**config.mk**
```make
export PLATFORM = sky130hd
export DESIGN_NAME = countdown_ctrl
export DESIGN_NICKNAME = d
export VERILOG_FILES = /design/src/rtl/countdown_ctrl.sv
export SDC_FILE = /design/constraint.sdc
export NUM_CORES = 1
export LEC_CHECK = 0
export CAP_MARGIN = 20
export CORE_ASPECT_RATIO = 1.1
export CORE_MARGIN = 2
export CORE_UTILIZATION = 40
export DETAILED_ROUTE_END_ITERATION = 12
export PLACE_DENSITY = 0.74
export SYNTH_ARGS = -nofsm -noshare
export SYNTH_HDL_FRONTEND = slang
export SYNTH_SLANG_ARGS = --single-unit
```
**constraint.sdc**
```tcl
create_clock -name i_clk -period 4.4 [get_ports i_clk]
set_clock_uncertainty 0.2 [all_clocks]
set_input_delay 0.88 -clock i_clk [delete_from_list [all_inputs] [get_ports i_clk]]
set_output_delay 0.88 -clock i_clk [all_outputs]
set_load 0.03 [all_outputs]
```
**src/rtl/countdown_ctrl.sv**
```systemverilog
// countdown_ctrl: keypad entry, validation and sequencing for the MM:SS BCD countdown chain.
// Drives the chain's shared load/clear/enable controls and a tick-timed done alarm at 00:00.
module countdown_ctrl #(
  parameter int ALARM_TICKS = 10
) (
  input  logic        i_clk,
  input  logic        i_clr,
  input  logic        i_tick,
  input  logic        i_key_valid,
  input  logic [3:0]  i_key,
  input  logic        i_start,
  input  logic        i_stop,
  input  logic        i_cancel,
  input  logic        i_cnt_zero,
  output logic [15:0] o_digits,
  output logic        o_cnt_loadn,
  output logic        o_cnt_clrn,
  output logic        o_cnt_en,
  output logic        o_running,
  output logic        o_done,
  output logic        o_err
);

  localparam int AW = ($clog2(ALARM_TICKS + 1) > 4) ? $clog2(ALARM_TICKS + 1) : 4;
  localparam logic [AW-1:0] ALARM_LOAD = AW'(ALARM_TICKS);
  localparam logic [AW-1:0] ALARM_ONE  = AW'(1);
  localparam logic [AW-1:0] ALARM_ZERO = AW'(0);

  typedef enum logic [2:0] {
    S_IDLE  = 3'd0,
    S_ENTRY = 3'd1,
    S_LOAD  = 3'd2,
    S_RUN   = 3'd3,
    S_PAUSE = 3'd4,
    S_DONE  = 3'd5
  } state_t;

  state_t        r_state, w_state_nxt;
  logic [15:0]   r_digits, w_digits_nxt;
  logic [AW-1:0] r_alarm, w_alarm_nxt;
  logic          r_loadn, w_loadn_nxt;
  logic          r_clrn, w_clrn_nxt;
  logic          r_err, w_err_nxt;
  logic          r_running, r_done;
  logic          w_is_digit, w_entry_ok;

  assign w_is_digit = i_key_valid && (i_key <= 4'd9);
  // A valid entry is non-zero and has a seconds-tens digit the mod-6 counter can hold.
  assign w_entry_ok = (r_digits != 16'd0) && (r_digits[7:4] <= 4'd5);

  // Next-state, entry register, alarm counter and registered control decode.
  always_comb begin
    w_state_nxt  = r_state;
    w_digits_nxt = r_digits;
    w_alarm_nxt  = r_alarm;
    w_loadn_nxt  = 1'b1;
    w_clrn_nxt   = 1'b1;
    w_err_nxt    = 1'b0;
    case (r_state)
      S_IDLE: begin
        if (w_is_digit) begin
          w_digits_nxt = {r_digits[11:0], i_key};
          w_state_nxt  = S_ENTRY;
        end else begin
          w_state_nxt = S_IDLE;
        end
      end
      S_ENTRY: begin
        if (i_cancel) begin
          w_digits_nxt = 16'd0;
          w_clrn_nxt   = 1'b0;
          w_state_nxt  = S_IDLE;
        end else if (i_start) begin
          if (w_entry_ok) begin
            w_loadn_nxt = 1'b0;
            w_state_nxt = S_LOAD;
          end else begin
            w_err_nxt = 1'b1;
          end
        end else if (w_is_digit) begin
          w_digits_nxt = {r_digits[11:0], i_key};
        end else begin
          w_state_nxt = S_ENTRY;
        end
      end
      S_LOAD: begin
        w_state_nxt = S_RUN;
      end
      S_RUN: begin
        if (i_cancel) begin
          w_digits_nxt = 16'd0;
          w_clrn_nxt   = 1'b0;
          w_state_nxt  = S_IDLE;
        end else if (i_stop) begin
          w_state_nxt = S_PAUSE;
        end else if (i_cnt_zero) begin
          w_alarm_nxt = ALARM_LOAD;
          w_state_nxt = S_DONE;
        end else begin
          w_state_nxt = S_RUN;
        end
      end
      S_PAUSE: begin
        if (i_cancel) begin
          w_digits_nxt = 16'd0;
          w_clrn_nxt   = 1'b0;
          w_state_nxt  = S_IDLE;
        end else if (i_start) begin
          w_state_nxt = S_RUN;
        end else begin
          w_state_nxt = S_PAUSE;
        end
      end
      S_DONE: begin
        // Any acknowledge ends the alarm; the key that does so is swallowed.
        if (i_cancel || i_start || i_key_valid) begin
          w_digits_nxt = 16'd0;
          w_alarm_nxt  = ALARM_ZERO;
          w_state_nxt  = S_IDLE;
        end else if (i_tick) begin
          if (r_alarm <= ALARM_ONE) begin
            w_digits_nxt = 16'd0;
            w_alarm_nxt  = ALARM_ZERO;
            w_state_nxt  = S_IDLE;
          end else begin
            w_alarm_nxt = r_alarm - ALARM_ONE;
          end
        end else if (r_alarm == ALARM_ZERO) begin
          w_digits_nxt = 16'd0;
          w_state_nxt  = S_IDLE;
        end else begin
          w_state_nxt = S_DONE;
        end
      end
      default: begin
        w_state_nxt = S_IDLE;
      end
    endcase
  end

  // State and registered outputs; reset holds the counter chain cleared.
  always_ff @(posedge i_clk or posedge i_clr) begin
    if (i_clr) begin
      r_state   <= S_IDLE;
      r_digits  <= 16'd0;
      r_alarm   <= ALARM_ZERO;
      r_loadn   <= 1'b1;
      r_clrn    <= 1'b0;
      r_err     <= 1'b0;
      r_running <= 1'b0;
      r_done    <= 1'b0;
    end else begin
      r_state   <= w_state_nxt;
      r_digits  <= w_digits_nxt;
      r_alarm   <= w_alarm_nxt;
      r_loadn   <= w_loadn_nxt;
      r_clrn    <= w_clrn_nxt;
      r_err     <= w_err_nxt;
      r_running <= (w_state_nxt == S_RUN);
      r_done    <= (w_state_nxt == S_DONE);
    end
  end

  // Never enable at 00:00 so the chain cannot wrap; stop/cancel win over a same-cycle tick.
  assign o_cnt_en    = (r_state == S_RUN) && i_tick && !i_cnt_zero && !i_stop && !i_cancel;
  assign o_digits    = r_digits;
  assign o_cnt_loadn = r_loadn;
  assign o_cnt_clrn  = r_clrn;
  assign o_running   = r_running;
  assign o_done      = r_done;
  assign o_err       = r_err;

endmodule

```
==> impl_results.rst <==
.. list-table::
   :header-rows: 1

   * - Metric
     - Value
   * - Share of the synthesized area in the top cell type
     - 39.8%
   * - Multiplexer fraction of the synthesized cell area
     - 0%
   * - Cell with the largest stage delay on the worst path
     - sky130_fd_sc_hd__clkdlybuf4s50_1
   * - Number of enable flip-flop cells after synthesis
     - 0
   * - Number of cells on the critical path
     - 4
   * - Critical path endpoint
     - o_cnt_en
   * - TritonCTS sink count
     - 28
   * - Netlist Area Pre-Place
     - 1700 um2
   * - Synthesized netlist net count
     - 187
   * - Slowest cell delay on critical path
     - 710 ps
   * - Initial antenna violation count
     - 0
   * - Largest family of logic cells by synthesized area
     - compound AO/OA/AOI/OAI gates
   * - Worst Path Class, Setup
     - input pin to output pin
   * - FF-to-FF path depth
     - 5
   * - First DRT Iteration DRCs
     - 131
   * - Horizontal die dimension
     - 66.1 um
   * - Xor/xnor share of the synthesized area
     - 0%
   * - Asr flop ratio synth
     - 100%
   * - Number of synthesized register bits
     - 28
   * - Root Driver
     - sky130_fd_sc_hd__clkbuf_8
   * - Number of setup violations in the final report
     - 0
   * - Minimum setup slack in the final design
     - 637 ps
   * - Die Area
     - 4780 um2
   * - Most instantiated library cell after synthesis
     - sky130_fd_sc_hd__dfrtp_1
   * - GRT overflow
     - 0
   * - Buffers plus inverters on the worst setup path
     - 2
   * - Max-slew violations
     - 0
   * - Hold-fix buffers, CTS
     - 0
   * - Starting Density
     - 42.2%
   * - Share of synthesized cell area in and, or, nand and nor gates
     - 23.8%
   * - Number of port buffers
     - 33
   * - Post-layout min period
     - 3760 ps
   * - Post-detailed-placement half-perimeter wirelength
     - 2760 um
   * - Count of mapped cells out of synthesis
     - 172
   * - Class of the tightest hold or removal check
     - flop to flop
   * - Final Core Density
     - 52.7%
   * - Final total negative setup slack
     - 0 ps
   * - Fraction of the mapped netlist area in compound gates
     - 26.3%
   * - Wire length per cell after detailed routing
     - 16.1 um
   * - Post-CTS clock slew at the launch and capture registers of the worst setup and hold paths
     - 100 ps
   * - Ys Warns
     - 0
   * - Critical R2R Capture
     - o_digits[15]
   * - Nature of the critical path startpoint
     - input pin
   * - Number of global-route vias before repair
     - 1432
   * - Pin count of the biggest net entering global routing
     - 29
   * - Final worst hold slack
     - 370 ps
   * - TritonCTS clock tree
     - done
   * - Final weighted congestion in routability-driven placement
     - 0.852
   * - Achievable clock frequency
     - 266 MHz
   * - Clock latency at the later pin of the worst-skew pair
     - 280 ps
   * - Slew at the pin closest to its max-slew limit
     - 1080 ps
   * - Crit path max-delay family
     - buffers and inverters
   * - Reported leakage power
     - 0.850 nW
   * - Final nets
     - 214
   * - Vias per inst
     - 5.97
   * - Most frequent cells after synthesis
     - sky130_fd_sc_hd__dfrtp_1, sky130_fd_sc_hd__o31ai_1, sky130_fd_sc_hd__nand4_1, sky130_fd_sc_hd__a21oi_2, sky130_fd_sc_hd__inv_1
   * - WP data required
     - 3320 ps
   * - Netlist cell types
     - 45
   * - # rows
     - 24
   * - Ranking of synthesized cells by area
     - sky130_fd_sc_hd__dfrtp_1, sky130_fd_sc_hd__o31ai_1, sky130_fd_sc_hd__nand4_1, sky130_fd_sc_hd__a21oi_2, sky130_fd_sc_hd__ha_1
   * - CP startpoint
     - i_cancel
   * - CTS buffer count
     - 3
   * - Outcome
     - complete, no violations
   * - Data arrival time at the worst-slack endpoint
     - 2680 ps
   * - Number of detailed-routing iterations run before antenna repair
     - 4
   * - Reg2Reg Launch Point
     - r_alarm[0]
   * - Worst R2R Setup Slack
     - 2330 ps
   * - Final worst path period share
     - 85.5%
   * - Global-route wire length before repair
     - 6800 um
   * - Critical-path cell list
     - clkdlybuf4s50_1, nand4bb_1, nor4_1, clkdlybuf4s50_1
   * - Combined global-route utilization of all metal layers
     - 18.2%
   * - Antenna diode instance count
     - 0
   * - Number of maximum-capacitance constraint violations
     - 0
   * - DRC Markers
     - 0
   * - CP most frequent cell
     - sky130_fd_sc_hd__clkdlybuf4s50_1
   * - Pre-CTS setup slack
     - 645 ps
   * - Power consumption
     - 0.00125 W
   * - Setup repair after global routing missed its margin
     - false
   * - Part of the Yosys area used for sequential elements
     - 41.4%
   * - Area growth from synthesis to layout
     - 25.0%
   * - Post-Syn Area per Cell
     - 9.86 um2
   * - Total core area
     - 4020 um2
   * - Total of cells resized after clock tree synthesis
     - 0
   * - Relative slew slack
     - 27.4%
   * - Postcts setup bufs
     - 0
   * - Antenna-violating nets left
     - 0
   * - CTS H-tree lvls
     - 1
   * - Overall die height
     - 72.3 um
   * - Hold Crit Depth
     - 2
   * - Largest fanout on the critical path
     - 10
   * - Total Routed Length
     - 4020 um
   * - Pwr/cell area
     - 588 nW/um2
   * - Post-synthesis share of cell area spent on full adders, half adders and majority gates
     - 2.21%
   * - Most used DFF post-synth
     - sky130_fd_sc_hd__dfrtp_1
   * - Number of I/O pins
     - 34
   * - Routed vias
     - 1492
   * - Fraction of final layout cells sized beyond drive strength 1
     - 12.1%
   * - Kind of end point of the critical path
     - output pin
   * - Most area-hungry cell type in the Yosys netlist
     - sky130_fd_sc_hd__dfrtp_1
   * - Hold violation count in the final report
     - 0
   * - IR drop worst, VDD
     - 0.280 mV
   * - Maximum root-to-sink buffer count
     - 2
   * - Fill cell count
     - 385
## routing by layer
metal | share of wire, % | global-route usage, %
met1 | 44 | 24.9
met2 | 49 | 28.7
met3 | 4.8 | 2.79
met4 | 2.1 | 7.71
met5 | 0 | 0
## stage by stage
step                      cells  cell area [um2]
after CTS                   249             2090
after global placement      245             2020
final                       250             2120
after detailed placement    245             2020
after floorplan             172             1700
after global routing        250             2120
## state kept, by name (all words and copies together), names as in the netlist
name         flops
o_cnt_clrn       1
o_cnt_loadn      1
o_digits        16
o_done           1
o_err            1
o_running        1
r_alarm          4
r_state          3
## cell families (layout without fill, tap and decap cells)
kind of cell / count (synthesis) / after routing
adder cells (fa/ha/maj): 3 / 3
AND/OR/NAND/NOR: 64 / 64
AO/OA/AOI/OAI: 56 / 56
buffers and inverters: 21 / 47
flip-flops: 28 / 28
## report_power, final
part	internal, W	switching [W]
logic	0.000251	0.000351
registers	0.000340	0.000100
clock network	0.000122	0.0000840
total	0.000713	0.000535
## worst register-to-register path, cell delays in order (launching register included)
cell and delay (ps):
sky130_fd_sc_hd__dfrtp_1 430, sky130_fd_sc_hd__inv_1 140, sky130_fd_sc_hd__ha_1 240, sky130_fd_sc_hd__o211ai_1 160, sky130_fd_sc_hd__a32oi_4 660, sky130_fd_sc_hd__a21oi_1 100
## worst min path at each step
stage | startpoint | to | slack, ps
final | o_digits[13] | o_digits[13] | 370
after global routing | r_alarm[2] | r_alarm[2] | 390
after CTS | o_digits[13] | o_digits[13] | 370
after detailed placement | r_alarm[2] | r_alarm[2] | 350
after global placement | r_alarm[2] | r_alarm[2] | 350
after floorplan | r_alarm[1] | r_alarm[1] | 320
## cell usage in the layout, fill, tap and decap left out, drive strengths merged, types with 2 or more instances in the layout
cell,n
nand4,15
nand2b,4
buf,2
inv,8
or2,3
o21bai,2
nor4,6
nand3,4
clkdlybuf4s50,33
nor2b,4
nand2,7
o21ai,7
a31o,3
dfrtp,27
o211ai,2
nand4bb,3
a21oi,16
nor3,5
nor2,6
clkbuf,3
o31ai,16
ha,3
nand3b,2
## cell type report
type | instances | area [um2] | area share, %
clock inverter | 1 | 30.0 | 1.42
tap | 52 | 65.1 | 3.07
inverter | 8 | 30.0 | 1.42
clock buffer | 3 | 41.3 | 1.95
timing repair buffer | 35 | 365 | 17.2
multi-input combinational | 123 | 887 | 41.8
sequential | 28 | 702 | 33.1
No activity file was read; power rests on OpenSTA's default activity.
